### config.mk
export PLATFORM = sky130hd
export DESIGN_NAME = tdc_event_builder
export DESIGN_NICKNAME = d
export VERILOG_FILES = /design/src/rtl/tdc_event_builder.sv
export SDC_FILE = /design/constraint.sdc
export NUM_CORES = 1
export LEC_CHECK = 0
export CAP_MARGIN = 15
export CORE_ASPECT_RATIO = 0.9
export CORE_MARGIN = 1.5
export CORE_UTILIZATION = 35
export CTS_BUF_LIST = sky130_fd_sc_hd__clkbuf_16
export DETAILED_ROUTE_END_ITERATION = 16
export PLACE_DENSITY_LB_ADDON = 0.05
export REMOVE_ABC_BUFFERS = 1
export SYNTH_ARGS = -nofsm -noshare
export SYNTH_HDL_FRONTEND = slang
export SYNTH_SLANG_ARGS = --single-unit
### constraint.sdc
create_clock -name clk -period 2.1 [get_ports clk]
set_clock_uncertainty 0.1 [all_clocks]
set_input_delay 0.63 -clock clk [delete_from_list [all_inputs] [get_ports clk]]
set_output_delay 0.63 -clock clk [all_outputs]
set_load 0.01 [all_outputs]
### src/rtl/tdc_event_builder.sv
// tdc_event_builder: turns TDC coarse/fine hit measurements into fine-bin durations and buffers them in a FIFO.
// Define TDC_EVB_TIMESTAMP_EN to tag each event with a free-running timestamp in the word MSBs.
module tdc_event_builder #(
   parameter int COUNT_W = 4,
   parameter int BIN_W   = 3,
   parameter int DEPTH   = 8,
   parameter int TS_W    = 16,
`ifdef TDC_EVB_TIMESTAMP_EN
   localparam int TS_EN  = 1,
`else
   localparam int TS_EN  = 0,
`endif
   localparam int W      = 1 + COUNT_W + BIN_W + ((TS_EN != 0) ? TS_W : 0)
) (
   input  logic               clk,
   input  logic               rst,
   input  logic               in_valid,
   input  logic [BIN_W-1:0]   bin_out_start,
   input  logic [BIN_W-1:0]   bin_out_stop,
   input  logic [COUNT_W-1:0] out_count,
   input  logic               rd_en,
   output logic [W-1:0]       rd_data,
   output logic               rd_valid,
   output logic               empty,
   output logic               full,
   output logic [7:0]         drop_count
);

   localparam int DUR_W = COUNT_W + BIN_W;
   localparam int AW    = $clog2(DEPTH);

   logic [DUR_W:0] dur_raw;
   logic [W-1:0]   word_next;
   logic [W-1:0]   s1_word;
   logic           s1_valid;
   logic [W-1:0]   mem [DEPTH];
   logic [AW:0]    wr_ptr;
   logic [AW:0]    rd_ptr;
   logic [AW:0]    wr_ptr_next;
   logic [AW:0]    rd_ptr_next;
   logic           do_rd;
   logic           do_wr;
   logic           do_drop;

`ifdef TDC_EVB_TIMESTAMP_EN
   logic [TS_W-1:0] ts_cnt;

   always_ff @(posedge clk or posedge rst) begin
      if (rst) ts_cnt <= '0;
      else     ts_cnt <= ts_cnt + 1'b1;
   end
`endif

   // The MSB of dur_raw can only be set by a negative result (zero coarse count, stop bin below start bin).
   always_comb begin
      dur_raw = {1'b0, out_count, {BIN_W{1'b0}}}
              + {{(COUNT_W + 1){1'b0}}, bin_out_stop}
              - {{(COUNT_W + 1){1'b0}}, bin_out_start};
      word_next = '0;
      word_next[DUR_W] = dur_raw[DUR_W];
      word_next[DUR_W-1:0] = dur_raw[DUR_W] ? '0 : dur_raw[DUR_W-1:0];
`ifdef TDC_EVB_TIMESTAMP_EN
      word_next[W-1 -: TS_W] = ts_cnt;
`endif
   end

   always_ff @(posedge clk or posedge rst) begin
      if (rst) begin
         s1_valid <= 1'b0;
         s1_word  <= '0;
      end else begin
         s1_valid <= in_valid;
         if (in_valid) s1_word <= word_next;
      end
   end

   // A read in the same cycle frees a slot, so a write into a full FIFO still lands.
   always_comb begin
      do_rd       = rd_en && !empty;
      do_wr       = s1_valid && (!full || do_rd);
      do_drop     = s1_valid && full && !do_rd;
      wr_ptr_next = do_wr ? wr_ptr + 1'b1 : wr_ptr;
      rd_ptr_next = do_rd ? rd_ptr + 1'b1 : rd_ptr;
   end

   always_ff @(posedge clk or posedge rst) begin
      if (rst) begin
         wr_ptr <= '0;
         rd_ptr <= '0;
         empty  <= 1'b1;
         full   <= 1'b0;
      end else begin
         wr_ptr <= wr_ptr_next;
         rd_ptr <= rd_ptr_next;
         empty  <= (wr_ptr_next == rd_ptr_next);
         full   <= (wr_ptr_next[AW] != rd_ptr_next[AW]) &&
                   (wr_ptr_next[AW-1:0] == rd_ptr_next[AW-1:0]);
      end
   end

   always_ff @(posedge clk) begin
      if (do_wr) mem[wr_ptr[AW-1:0]] <= s1_word;
   end

   always_ff @(posedge clk or posedge rst) begin
      if (rst) begin
         rd_data  <= '0;
         rd_valid <= 1'b0;
      end else begin
         rd_valid <= do_rd;
         if (do_rd) rd_data <= mem[rd_ptr[AW-1:0]];
      end
   end

   always_ff @(posedge clk or posedge rst) begin
      if (rst) begin
         drop_count <= '0;
      end else if (do_drop && (drop_count != 8'hFF)) begin
         drop_count <= drop_count + 1'b1;
      end
   end

endmodule

Yosys cells after proc, flatten, opt, wreduce, memory -nomap -nowiden
Memory sizes are Yosys's and may differ from the RTL's. A register that Yosys moved wholly into a read port is not among the register bits.
Index checks and enable logic that the tools add are counted.
{"block": "word_totals", "out_inout_bits": 19, "inputBits": 14, "memories": 1, "word_cells": 33, "ram_bits": 64, "regBits": 28}
{"block": "classes", "eq_ne": 4, "n_reduce_logical": 10, "addsub": 5, "n_mux": 5}
{"memory": "mem", "words": 8, "width": 8, "rd": 1, "rd_ports_with_merged_regs": 1, "write_ports": 1, "line_no": "36", "source": "logic [W-1:0] mem [DEPTH];"}
{"op": "adder 4 x 1 -> 4 bit, second input constant", "n": 2}
{"op": "adder 7 x 3 -> 8 bit", "n": 1}
{"op": "adder 8 x 1 -> 8 bit, second input constant", "n": 1}
{"op": "2-to-1 mux 4 bit", "n": 2}
{"op": "!= test 8 bit, second input constant", "n": 1}
{"op": "subtractor 8 x 3 -> 8 bit", "n": 1}
{"op": "2-to-1 mux 7 bit", "n": 1}
{"op": "logical AND 1 bit", "n": 6}
{"op": "equality test 4 bit", "n": 1}
{"op": "equality test 3 bit", "n": 1}
{"op": "zero test 1 bit", "n": 3}
{"op": "2-to-1 mux 1 bit", "n": 2}
{"op": "logical OR 1 bit", "n": 1}
{"op": "!= test 1 bit", "n": 1}

Depth between registers and ports, before layout
{"block": "logic_depth", "depth_word": 7, "depth_mapped": 8, "mapped_depth_nobuf": 8}

Worst setup path before layout
No wires, ideal clock.
{"block": "synth_path", "kind": "input to register", "start": "input port rd_en", "end": "memory mem[0][0] in the netlist's numbering (enable)", "required_ps": 1605, "arrival_ps": 1678, "setup_slack_ps": -73, "setup_time_ps": 395, "stages": 4, "n_path_buf": 0, "path_cell_list": "nand2b_4 -> clkinv_4 -> o21ai_4 -> nor4_1"}
{"block": "synth_via", "elab_chain_cells": 5}
{"item": "from (decl)", "line_no": "21", "source": "input logic rd_en,"}
{"item": "logical AND 1 bit", "line_no": "79", "source": "do_rd = rd_en && !empty;"}
{"item": "via do_rd", "line_no": "41", "source": "logic do_rd;"}
{"item": "logical OR 1 bit", "line_no": "80", "source": "do_wr = s1_valid && (!full || do_rd);"}
{"item": "logical AND 1 bit", "line_no": "80"}
{"item": "2-to-1 mux 1 bit", "line_no": "102", "source": "if (do_wr) mem[wr_ptr[AW-1:0]] <= s1_word;"}
{"item": "2-to-1 mux 1 bit (not written as such)", "line_no": "102"}
{"item": "to (decl)", "line_no": "36"}
The timed path passes the listed nets, and every way through them passes these cells.

Worst setup path after layout
{"block": "layout_path", "start": "input port bin_out_stop[0]", "end": "register s1_word[6]"}
{"block": "layout_via", "elab_chain_cells": 3}
{"item": "from (decl)", "line_no": "19", "source": "input logic [BIN_W-1:0] bin_out_stop,"}
{"item": "adder 7 x 3 -> 8 bit", "line_no": "57", "source": "+ {{(COUNT_W + 1){1'b0}}, bin_out_stop}"}
{"item": "subtractor 8 x 3 -> 8 bit", "line_no": "58", "source": "- {{(COUNT_W + 1){1'b0}}, bin_out_start};"}
{"item": "2-to-1 mux 7 bit", "line_no": "61", "source": "word_next[DUR_W-1:0] = dur_raw[DUR_W] ? '0 : dur_raw[DUR_W-1:0];"}
{"item": "to (signal assigned)", "line_no": "73", "source": "if (in_valid) s1_word <= word_next;"}
{"item": "to (decl)", "line_no": "34", "source": "logic [W-1:0] s1_word;"}
Every way passes these cells.
A chain may end at the register's enable or synchronous reset.

==> flow_metrics.py <==
metrics = {
    "setup_path": {
        "worst-path-max-fanout": 2,
        "critPathMaxStageDelay_ns": 0.45,
        "worst-path-buf-inv": 2,
        "cp-start-kind": "input port",
        "cp.arrival_ns": 2.16,
        "crit_required_ns": 2.22,
        "critical_path_class": "input port to flop",
        "path_cells": "clkdlybuf4s50_1 -> inv_1 -> ha_2 -> fa_2 -> nand2b_4 -> nand3_1 -> nor3_1 -> o22a_1",
        "end_kind": "flop",
        "critPathTopFamily": "adder cells",
        "slowest_stage": "clkdlybuf4s50_1",
    },
    "finish": {
        "n_antenna_cell": 0,
        "syn_to_final_growth_pct": 27.2,
        "fin_util_pct": 46.1,
        "design_area_um2": 5310,
        "drive_above_1_share_pct": 27.8,
        "final_nets": 358,
        "layout_commonest_cell": "edfxtp_1",
        "final_cell_mix": "edfxtp_1, buf_4, dfrtp_1",
    },
    "route": {
        "drt_iter0_markers": 94,
        "routedWlPerCell_um": 16.7,
        "num_vias": 2306,
        "wirelength_mm": 8.33,
        "first_pass_iters": 4,
        "drc": 0,
        "antenna_left": 0,
        "post_drt_via_cell_ratio": 4.63,
    },
    "sta": {
        "relSlewSlack_pct": 73.6,
        "fmaxAchievable_mhz": 491,
        "worstMarginPinSlew_ns": 0.396,
        "finalSetupViolations": 0,
        "finalCritPeriodShare_pct": 97.0,
        "finalSetupTns_ns": 0,
        "maxSlewViolCount": 0,
        "hold_viol": 0,
        "fin_crit_ns": 2.04,
    },
    "placed_design": {
        "place_congestion": 0.768,
        "numPortBuffers": 32,
        "placedInstanceArea_um2": 4970,
        "hpwlAfterDp_mm": 5.68,
    },
    "min_path": {
        "hold_path_class": "flop to flop",
    },
    "clocking": {
        "clock_latency_ns": 0.33,
        "tritoncts": "yes",
        "clockBufferDepth": 2,
        "cts.sinks": 100,
        "htreeDepth": 3,
        "cts_root_buffer": "clkbuf_16",
        "cts_buffers": 9,
        "cts_hold_buffers": 0,
        "clk_pin_slew_worst_paths_ns": 0.06,
    },
    "floorplan": {
        "die_w_um": 118,
        "die_h_um": 107,
        "io_pins": 33,
        "dieArea_um2": 12600,
        "core-area_um2": 11500,
        "initial_utilization_pct": 36.2,
        "fp-row-count": 37,
    },
    "yosys": {
        "synth_seq_cells": 100,
        "synth-seq-area-share_pct": 67.7,
        "synth_cell_types": 43,
        "netlist_area_um2": 4170,
        "yosys.area.top_type": "edfxtp_1",
        "syn_area_per_cell_um2": 16.1,
        "synth_top_area_share_pct": 46.0,
        "ys_warn_count": 0,
        "synth_area_leaders": "edfxtp_1, dfrtp_1, mux4_2",
        "postSynthCellCount": 259,
    },
    "power": {
        "p_int_uw": 4450,
        "ir_drop_mv": 0.377,
        "p_per_area_nw_per_um2": 1200,
        "clkPwrFrac_pct": 22.6,
        "p_seq_share_pct": 44.3,
        "power_uw": 6360,
        "power.switching_uw": 1910,
        "swShare_pct": 30.0,
        "pwr-share-comb_pct": 33.1,
        "leakagePower_uw": 0.00204,
    },
    "global_route": {
        "grt_max_degree": 37,
        "antenna_found_initial": 0,
        "grt_usage_pct": 14.8,
        "grt_pass1_vias": 2431,
        "grt_overflow": 0,
        "grt_pass1_wl_mm": 13.7,
    },
    "outcome": {
        "outcome": "complete, no violations",
    },
    "run": {
        "maxCapViolations": 0,
    },
}
-- cells in the mapped netlist, drive strengths merged --
library cell	count
edfxtp	64
dfrtp	35
nand2	21
mux4	16
o21ai	12
xnor2	11
xor2	11
inv	10
buf	9
mux2i	9
nor2	9
nor3	7
ha	6
nand2b	6
nand4	5
nand3	4
o2bb2ai	4
a21oi	3
mux2	2
a31oi	1
a32oi	1
clkbuf	1
clkinv	1
dfstp	1
fa	1
nand3b	1
nor2b	1
nor3b	1
nor4	1
o2111ai	1
o211ai	1
o22a	1
o31ai	1
or3	1
-- worst reg2reg max path, stage by stage (launching register included) --
cell and delay [ns]:
dfstp_2 0.54, nand2b_4 0.17, clkinv_4 0.08, o21ai_4 0.16, mux2_4 0.34, xor2_2 0.19, nor3_2 0.21
-- layout make-up --
type	count	area [um^2]
inverter	11	46.3
tap	156	195
sequential	100	2830
clock inverter	7	28.8
multi-input combinational	138	1290
timing repair buffer	77	699
fill	1032	6220
clock buffer	9	225
-- per-layer routing --
metal / part of all wire (%) / up-vias / global-route usage (%)
met4: 1.5 / 0 / 4.18
met3: 2.7 / 9 / 4.15
met1: 49 / 1141 / 19.9
met2: 47 / 36 / 23.6
met5: 0 / - / 0
li1: - / 1120 / -
-- what timing repair did --
| item | in CTS | in global routing |
|---|---|---|
| pin swaps | 0 | 7 |
| resized for setup | 4 | 13 |
| endpoints found under the setup margin | 11 | 27 |
| setup buffers | 0 | 4 |
-- state kept, by name, indices dropped and copies added (netlist names) --
register	count
full	1
rd_valid	1
rd_data	8
rd_ptr	4
s1_word	8
wr_ptr	4
s1_valid	1
drop_count	8
mem	64
empty	1
-- final timing paths --
path                                 start    endpoint  slack (ns)  cells after the start
max                        bin_out_stop[0]  s1_word[6]        0.06                      8
min                             rd_data[4]  rd_data[4]        0.38                      2
max reg2reg                          empty       empty        0.24                      6
min reg2reg                     rd_data[4]  rd_data[4]        0.38                      2
max in group asynchronous              rst       empty        1.11                      3
min in group asynchronous              rst   rd_ptr[3]        0.54                      3
-- power groups by stage --
stage,combinational (uW),clock (uW),sequential (uW)
after floorplan,1080,0,2960
after global placement,2080,0,2840
after detailed placement,2080,0,2850
after CTS,2090,1480,2810
after global routing,2350,1550,2870
final,2110,1440,2810
-- stage by stage --
| stage | hold slack (ns) | setup WS (ns) | cells |
|---|---|---|---|
| 5_1_grt | 0.424 | -0.00846 | 498 |
| 2_1_floorplan | 0.377 | -0.179 | 249 |
| 3_5_place_dp | 0.375 | -0.411 | 478 |
| 6_report | 0.381 | 0.0629 | 498 |
| 4_1_cts | 0.391 | 0.00171 | 494 |
| 3_3_place_gp | 0.368 | -0.376 | 478 |
-- cells by family (layout without fill, tap and decap cells) --
| kind of cell | after synthesis | in the layout | synth area share, % |
|---|---|---|---|
| DFF | 100 | 100 | 67.7 |
| and+or+nand+nor | 57 | 57 | 6.89 |
| muxes | 27 | 27 | 11.4 |
| AOI/OAI and AO/OA | 25 | 25 | 4.29 |
| xor gates and xnor gates | 22 | 22 | 4.80 |
| buffers and inverters | 21 | 104 | 2.67 |
| adders and majority gates | 7 | 7 | 2.28 |
Power figures use the tool's default switching activity.
